===== src/rtl/filter_frame_sequencer.sv =====
// Raster tracker for the filter datapath: pixel coordinates, line/frame strobes,
// KxK window qualifier, per-frame filter mode and geometry error checking.
module filter_frame_sequencer #(
  parameter int WIDTH       = 640,
  parameter int HEIGHT      = 480,
  parameter int KERNEL_SIZE = 3
) (
  input  logic       VGA_CLK,
  input  logic       reset,
  input  logic       iVGA_HS,
  input  logic       iVGA_VS,
  input  logic       iVGA_BLANK_N,
  input  logic [1:0] mode_req,
  output logic [1:0] mode,
  output logic [9:0] x,
  output logic [8:0] y,
  output logic       pixel_valid,
  output logic       window_valid,
  output logic       line_start,
  output logic       frame_start,
  output logic       locked,
  output logic       line_err,
  output logic [7:0] err_count
);

  typedef enum logic [1:0] {
    ST_UNLOCKED,
    ST_VBLANK,
    ST_ACTIVE,
    ST_HBLANK
  } state_t;

  localparam logic [9:0] X_LAST = 10'(WIDTH - 1);
  localparam logic [8:0] Y_LAST = 9'(HEIGHT - 1);
  localparam logic [9:0] X_WIN  = 10'(KERNEL_SIZE - 1);
  localparam logic [8:0] Y_WIN  = 9'(KERNEL_SIZE - 1);

  state_t     r_state, w_stateNext;
  logic       r_vsD, r_blankD;
  logic [1:0] r_mode, w_modeNext;
  logic [9:0] r_x, w_xNext;
  logic [8:0] r_y, w_yNext;
  logic       r_pixelValid, w_pixelValidNext;
  logic       r_windowValid, w_windowValidNext;
  logic       r_lineStart, w_lineStartNext;
  logic       r_frameStart, w_frameStartNext;
  logic       r_locked, w_lockedNext;
  logic       r_lineErr, w_lineErrNext;
  logic [7:0] r_errCount, w_errCountNext;
  logic       w_vsFall, w_blankRise, w_blankFall;
  logic       w_err, w_errFromVs;

  assign w_vsFall    = r_vsD & ~iVGA_VS;
  assign w_blankRise = ~r_blankD & iVGA_BLANK_N;
  assign w_blankFall = r_blankD & ~iVGA_BLANK_N;

  always_ff @(posedge VGA_CLK) begin
    if (reset) begin
      r_state       <= ST_UNLOCKED;
      r_vsD         <= 1'b1;
      r_blankD      <= 1'b0;
      r_mode        <= 2'd0;
      r_x           <= 10'd0;
      r_y           <= 9'd0;
      r_pixelValid  <= 1'b0;
      r_windowValid <= 1'b0;
      r_lineStart   <= 1'b0;
      r_frameStart  <= 1'b0;
      r_locked      <= 1'b0;
      r_lineErr     <= 1'b0;
      r_errCount    <= 8'd0;
    end else begin
      r_state       <= w_stateNext;
      r_vsD         <= iVGA_VS;
      r_blankD      <= iVGA_BLANK_N;
      r_mode        <= w_modeNext;
      r_x           <= w_xNext;
      r_y           <= w_yNext;
      r_pixelValid  <= w_pixelValidNext;
      r_windowValid <= w_windowValidNext;
      r_lineStart   <= w_lineStartNext;
      r_frameStart  <= w_frameStartNext;
      r_locked      <= w_lockedNext;
      r_lineErr     <= w_lineErrNext;
      r_errCount    <= w_errCountNext;
    end
  end

  always_comb begin
    w_stateNext      = r_state;
    w_modeNext       = r_mode;
    w_xNext          = r_x;
    w_yNext          = r_y;
    w_pixelValidNext = 1'b0;
    w_lineStartNext  = 1'b0;
    w_frameStartNext = 1'b0;
    w_lockedNext     = r_locked;
    w_lineErrNext    = 1'b0;
    w_errCountNext   = r_errCount;
    w_err            = 1'b0;
    w_errFromVs      = 1'b0;

    case (r_state)
      ST_UNLOCKED: begin
        if (w_vsFall) w_stateNext = ST_VBLANK;
      end
      // A blank_rise wins over a coincident vs_fall: the frame is starting.
      ST_VBLANK: begin
        if (w_blankRise) begin
          if (!iVGA_HS) begin
            w_err = 1'b1;
          end else begin
            w_stateNext      = ST_ACTIVE;
            w_xNext          = 10'd0;
            w_yNext          = 9'd0;
            w_modeNext       = mode_req;
            w_pixelValidNext = 1'b1;
            w_frameStartNext = 1'b1;
            w_lineStartNext  = 1'b1;
          end
        end
      end
      // r_x is the index of the last pixel seen, so the line length is r_x+1.
      ST_ACTIVE: begin
        if (w_vsFall) begin
          w_err       = 1'b1;
          w_errFromVs = 1'b1;
        end else if (iVGA_BLANK_N) begin
          if (r_x == X_LAST) begin
            w_err = 1'b1;
          end else begin
            w_xNext          = r_x + 10'd1;
            w_pixelValidNext = 1'b1;
          end
        end else if (w_blankFall) begin
          if (r_x == X_LAST) w_stateNext = ST_HBLANK;
          else               w_err       = 1'b1;
        end
      end
      ST_HBLANK: begin
        if (w_vsFall) begin
          if (r_y == Y_LAST) begin
            w_stateNext  = ST_VBLANK;
            w_lockedNext = 1'b1;
          end else begin
            w_err       = 1'b1;
            w_errFromVs = 1'b1;
          end
        end else if (w_blankRise) begin
          if (!iVGA_HS || r_y >= Y_LAST) begin
            w_err = 1'b1;
          end else begin
            w_stateNext      = ST_ACTIVE;
            w_xNext          = 10'd0;
            w_yNext          = r_y + 9'd1;
            w_pixelValidNext = 1'b1;
            w_lineStartNext  = 1'b1;
          end
        end
      end
      default: w_stateNext = ST_UNLOCKED;
    endcase

    if (w_err) begin
      w_lineErrNext    = 1'b1;
      w_errCountNext   = (r_errCount == 8'hFF) ? r_errCount : r_errCount + 8'd1;
      w_lockedNext     = 1'b0;
      w_pixelValidNext = 1'b0;
      w_lineStartNext  = 1'b0;
      w_frameStartNext = 1'b0;
      w_stateNext      = w_errFromVs ? ST_VBLANK : ST_UNLOCKED;
    end

    w_windowValidNext = w_pixelValidNext && (w_xNext >= X_WIN) && (w_yNext >= Y_WIN);
  end

  assign mode         = r_mode;
  assign x            = r_x;
  assign y            = r_y;
  assign pixel_valid  = r_pixelValid;
  assign window_valid = r_windowValid;
  assign line_start   = r_lineStart;
  assign frame_start  = r_frameStart;
  assign locked       = r_locked;
  assign line_err     = r_lineErr;
  assign err_count    = r_errCount;

endmodule


===== config.mk =====
export PLATFORM = sky130hd
export DESIGN_NAME = filter_frame_sequencer
export DESIGN_NICKNAME = d
export VERILOG_FILES = /design/src/rtl/filter_frame_sequencer.sv
export SDC_FILE = /design/constraint.sdc
export NUM_CORES = 1
export LEC_CHECK = 0
export CAP_MARGIN = 20
export CORE_MARGIN = 3
export CORE_UTILIZATION = 35
export CTS_CLUSTER_DIAMETER = 60
export DETAILED_ROUTE_END_ITERATION = 7
export PLACE_DENSITY = 0.55
export SYNTH_ARGS = -nofsm -noshare
export SYNTH_HDL_FRONTEND = slang
export SYNTH_SLANG_ARGS = --single-unit

===== constraint.sdc =====
create_clock -name VGA_CLK -period 2.6 [get_ports VGA_CLK]
set_clock_uncertainty 0.05 [all_clocks]
set_input_delay 0.39 -clock VGA_CLK [delete_from_list [all_inputs] [get_ports VGA_CLK]]
set_output_delay 0.39 -clock VGA_CLK [all_outputs]
set_load 0.01 [all_outputs]

==> results.yml, run 1 <==
synth:
  synth_ff_type: "dfxtp_1"
  netlist_instances: 278
  synth_area_um2: 2160
  ys_warn_count: 0
  avgSynthCellArea_um2: 7.78
  synth-seq-area-share_pct: 36.1
  synth_top_cells_by_count: "dfxtp_1 (39), nor2_1 (36), nand2_1 (23)"
  synth.net_count: 288
  synth_top_area_share_pct: 36.1
  ys_async_sr_fraction_pct: 0
  synth-seq-cells: 39
  yosysMostFrequentCell: "dfxtp_1"
  synth_top_cell_by_area: "dfxtp_1"
  synth_edf_count: 0
  ys_top_cells_by_area: "dfxtp_1 (36%), nor2_1 (6.2%), nand3_1 (4.6%)"
  synth_cell_types: 52
min_path:
  hold_path_class: "register to register"
worst_setup_path:
  worst-path-buf-inv: 0
  crit_top_cell: "and3_1"
  timing.critical_path.slowest_cell_delay_ns: 0.47
  crit_path_end_kind: "register"
  cp_top_family: "simple AND/OR/NAND/NOR gates"
  slowest_stage: "a221o_1"
  regToRegSetupSlack_ns: 0.19
  cp-start-kind: "register"
  worst-setup-path-type: "register to register"
  path_cells: "ha_1 -> and3_1 -> and3_1 -> o211ai_1 -> a221o_1 -> and2_1 -> nand4_1 -> mux2_1"
  critPathArrivalTime_ns: 2.54
  critPathMaxFanout: 5
  required_ns: 2.73
drt:
  drt_iter0_markers: 254
  routed-via-count: 2376
  avgRoutedWirePerCell_um: 14.7
  viasPerCell: 5.53
  routed_wl_mm: 6.34
  drcViolationCount: 0
  drt_pass1_iterations: 5
  antenna_left: 0
final_layout:
  stdcell_count: 430
  n_fill_cell: 597
  fin_util_pct: 50.8
  diodes: 0
  register_area_um2: 781
  final_area_um2: 3020
  drive_gt1_share_pct: 17.5
  multiInputGateArea_um2: 1300
  synthToLayoutAreaGrowth_pct: 39.7
  fin_nets: 364
floorplan:
  fp.dieW_um: 84.6
  die_area_um2: 7160
  io_pins: 42
  die_h_um: 84.6
  core-area_um2: 5960
  start_util_pct: 36.3
  fp-row-count: 28
cts:
  cts.reportedPaths.clkPinSlew_ns: 0.08
  insertion_delay_ns: 0.30
  h-tree-depth: 2
  cts.sinks: 39
  ctsHoldBuffers: 0
  cts.path.max_buffers: 2
  post_cts_buffers: 0
  cts_tree: "built"
  cts-root-buf: "clkbuf_8"
  cts_made_buffers: 5
placed_design:
  placed_cells: 422
  io_buffers: 41
  pre_cts_ws_ns: -0.144
  hpwl_mm: 4.77
  postPlaceCellArea_um2: 2920
  gp_congestion: 0.841
timing:
  setup_tns_ns: 0
  drv_slew: 0
  setup_viol: 0
  hold_viol_final: 0
  fin_hold_ws_ns: 0.417
  min_period_ns: 2.41
  tightest_slew_ns: 0.484
  period_share_pct: 92.6
  fmax_ghz: 0.415
  setup_ws_ns: 0.192
  relSlewSlack_pct: 67.6
  rsz0062_at_grt: "no"
pwr:
  vdd_drop_max_mv: 0.294
  p_leak_nw: 1.13
  power.density_nw_per_um2: 400
  power_mw: 1.21
grt:
  grt_max_degree: 14
  grt_pass1_vias: 2283
  antenna_found_initial: 0
  gr-total-overflow: 0
  grt_pass1_wl_mm: 10.8
  grt_use_total_pct: 18.4
outcome:
  status: "completed"
job:
  cap_violations: 0
[logic make-up after synthesis]
logic type | Yosys count | share of synthesized area (%)
mux | 3 | 1.45
xor+xnor | 6 | 2.43
simple gates | 144 | 34.7
compound gates | 63 | 19.5
flops | 39 | 36.1
buf+inv | 20 | 4.05
fa+ha+maj | 3 | 1.74
[flip-flops by register name, summed over array words and instances, names as in the netlist]
| name | count |
|---|---|
| window_valid | 1 |
| err_count | 8 |
| line_start | 1 |
| r_blankD | 1 |
| r_vsD | 1 |
| r_state | 2 |
| pixel_valid | 1 |
| locked | 1 |
| y | 9 |
| line_err | 1 |
| x | 10 |
| mode | 2 |
| frame_start | 1 |
[metal layers]
metal | global-route usage, % | wire length, um | vias to the layer above
li1 | - | - | 1168
met1 | 25.6 | 3020 | 1106
met2 | 29.2 | 2900 | 97
met3 | 3.43 | 361 | 5
met4 | 5.32 | 51 | 0
met5 | 0 | 0 | -
[layout make-up]
cell class | instances | share of cell area [%]
multi-input combinational | 219 | 43.0
tap | 75 | 3.10
sequential | 39 | 25.8
timing repair buffer | 83 | 24.0
inverter | 6 | 0.745
clock buffer | 6 | 2.73
clock inverter | 2 | 0.538
[what timing repair did]
action,4_1_cts,5_1_grt
setup endpoints to repair,0,1
hold endpoints to repair,0,0
gates resized for setup,0,1
[power by group]
| part | switching [mW] | internal [mW] |
|---|---|---|
| Sequential | 0.0109 | 0.605 |
| Combinational | 0.0690 | 0.0646 |
| Clock | 0.243 | 0.217 |
| Total | 0.323 | 0.887 |
[placed cells by master (no fill, tap or decap), drive strengths merged, types with 3 or more instances in the layout]
cell | synthesis | final
o22ai | 5 | 5
dfxtp | 39 | 39
a21o | 3 | 3
nor4 | 5 | 5
nor3b | 3 | 3
nor2b | 8 | 8
clkbuf | 8 | 6
xor2 | 4 | 4
nor2 | 36 | 36
a31oi | 6 | 6
nand2 | 24 | 24
o21ai | 10 | 10
a21oi | 18 | 18
ha | 3 | 3
and3 | 11 | 11
nor3 | 11 | 11
clkdlybuf4s50 | 0 | 41
buf | 6 | 42
nand2b | 4 | 4
nand4 | 6 | 6
o31ai | 4 | 4
or2 | 4 | 4
a211oi | 5 | 5
inv | 6 | 6
nand3 | 20 | 20
and2 | 4 | 4
[path summary, 6_finish.rpt]
kind / start / cells past startpoint / end
max: x[1] / 8 / err_count[5]
min: mode[1] / 2 / mode[1]
max reg2reg: x[1] / 8 / err_count[5]
min reg2reg: mode[1] / 2 / mode[1]
[tightest hold or removal path, stage by stage (launching register included)]
cell and delay (ns):
dfxtp_1 0.32, nand2_1 0.05, a21oi_1 0.05
Power figures use the tool's default switching activity.
==> run 2, diff against run 1 <==
--- a/config.mk
+++ b/config.mk
@@ -7,10 +7,10 @@
 export LEC_CHECK = 0
 export CAP_MARGIN = 20
 export CORE_MARGIN = 3
-export CORE_UTILIZATION = 35
+export CORE_UTILIZATION = 52
 export CTS_CLUSTER_DIAMETER = 60
 export DETAILED_ROUTE_END_ITERATION = 7
-export PLACE_DENSITY = 0.55
+export PLACE_DENSITY = 0.77
 export SYNTH_ARGS = -nofsm -noshare
 export SYNTH_HDL_FRONTEND = slang
 export SYNTH_SLANG_ARGS = --single-unit
==> run 2 against run 1 <==
Critical path depth unchanged. Critical path type unchanged. Final area down 4.6%. Fmax up 0.62%. Global-route usage up 6.7 points.
==> results.yml, run 2 (synthesis results as in run 1) <==
worst_setup_path:
  reg2reg_depth: 8
  slowest_stage: "nor4b_1"
  crit_end: "window_valid"
  reg2reg_from: "y[0]"
  worst-setup-path-type: "register to register"
  crit_start: "y[0]"
  required_ns: 2.73
  path_cells: "ha_1 -> a211oi_2 -> o311a_1 -> nand2_1 -> o41ai_1 -> a311oi_1 -> nor4b_1 -> a211oi_2"
  critPathMaxFanout: 6
  cp-start-kind: "register"
  crit_top_cell: "a211oi_2"
  timing.critical_path.slowest_cell_delay_ns: 0.39
  regToRegSetupSlack_ns: 0.21
  worstReg2RegEnd: "window_valid"
  crit_path_end_kind: "register"
  critPathArrivalTime_ns: 2.52
cts:
  cts.sinks: 39
  cts.reportedPaths.clkPinSlew_ns: 0.08
  cts_tree: "built"
  insertion_delay_ns: 0.30
  cts_made_buffers: 5
  h-tree-depth: 2
  ctsHoldBuffers: 0
  cts.path.max_buffers: 2
  cts-root-buf: "clkbuf_8"
min_path:
  whs_path_depth: 2
  hold_path_class: "register to register"
grt:
  grt_pass1_wl_mm: 10.0
  antenna_found_initial: 0
  grt_pass1_vias: 2069
  gr-total-overflow: 0
  grt_max_degree: 17
  grt_use_total_pct: 25.1
timing:
  rsz0062_at_grt: "no"
  drv_slew: 0
  tightest_slew_ns: 0.528
  setup_viol: 0
  relSlewSlack_pct: 64.7
  hold_viol_final: 0
  period_share_pct: 92.0
  setup_ws_ns: 0.207
  min_period_ns: 2.39
  fmax_ghz: 0.418
drt:
  dr.max_layer_used: "met4"
  m1WireLength_mm: 2.80
  routed_wl_mm: 6.06
  routed-wl-met3_um: 449
  drcViolationCount: 0
  routed-via-count: 2247
  antenna_left: 0
  wl_met2_mm: 2.76
  drt_iter0_markers: 216
  avgRoutedWirePerCell_um: 15.7
  drt_pass1_iterations: 5
  viasPerCell: 5.82
final_layout:
  layout_commonest_cell: "clkdlybuf4s50_1"
  largest_reg_flops: 10
  synthToLayoutAreaGrowth_pct: 33.3
  n_fill_cell: 312
  drive_gt1_share_pct: 13.3
  fin_nets: 347
  final_cell_mix: "clkdlybuf4s50_1 (41), dfxtp_1 (39), nor2_1 (36)"
  diodes: 0
  stdcell_count: 386
floorplan:
  fp.dieW_um: 70.5
  fp-row-count: 22
  die_h_um: 70.5
  io_pins: 42
  start_util_pct: 56.5
  die_area_um2: 4970
  core-area_um2: 3830
outcome:
  status: "completed"
pwr:
  vdd_drop_max_mv: 0.392
  power.density_nw_per_um2: 446
  power_mw: 1.29
  p_leak_nw: 1.06
placed_design:
  pre_cts_ws_ns: -0.0247
  gp_congestion: 0.965
  io_buffers: 41
  hpwl_mm: 4.49
  placed_cells: 378
job:
  cap_violations: 0
## run 2: cell types whose count changed in the layout (fill, tap and decap cells not counted), sizes merged
cell / delta
clkinv: -1
buf: -17
inv: +1
bufinv: +1
clkinvlp: -1
## run 2: how the worst min path moves through the flow
stage	to	from	slack (ns)
after detailed placement	mode[0]	mode[0]	0.40
final	mode[0]	mode[0]	0.41
after global routing	mode[1]	mode[1]	0.45
after global placement	mode[1]	mode[1]	0.39
after CTS	mode[0]	mode[0]	0.41
after floorplan	mode[0]	mode[0]	0.43
## run 2: critical path, delay by kind of cell, from the launching register on
kind | cells | cell delay (ns)
compound gates | 5 | 1.17
simple gates | 2 | 0.51
flops | 1 | 0.32
fa+ha+maj | 1 | 0.22
## run 2: through the flow
step                hold WS (ns)  setup TNS (ns)  utilization, %  instance area, um^2
CTS                        0.409               0            75.2                 2880
finish                     0.408               0            75.3                 2880
global route               0.445               0            75.3                 2880
detailed placement         0.400         -0.0247            72.0                 2760
floorplan                  0.431               0               -                 2160
global placement           0.394               0            72.0                 2760
## run 2: repair_timing
action,CTS,global route
setup buffers,0,0
endpoints found under the setup margin,0,1
endpoints found under the hold margin,0,0
gates resized for setup,0,1
## run 2: final cells by class
| type | count | area (um^2) | area share, % |
|---|---|---|---|
| clock buffer | 6 | 82.6 | 2.86 |
| clock inverter | 2 | 38.8 | 1.35 |
| inverter | 6 | 22.5 | 0.781 |
| multi-input combinational | 219 | 1300 | 45.1 |
| sequential | 39 | 781 | 27.1 |
| tap | 48 | 60.1 | 2.08 |
| timing repair buffer | 66 | 598 | 20.7 |
## run 2: where the power goes
group | internal [mW] | switching, mW | total (mW) | leakage, nW
Combinational | 0.0566 | 0.0640 | 0.121 | 0.685
Sequential | 0.605 | 0.0142 | 0.619 | 0.315
Clock | 0.316 | 0.231 | 0.547 | 0.0618
## run 2: per-layer routing
layer,GRT usage [%],vias to the layer above
li1,-,1126
met1,34.2,1032
met2,37.8,81
met3,9.93,8
met4,4.68,0
met5,0,-
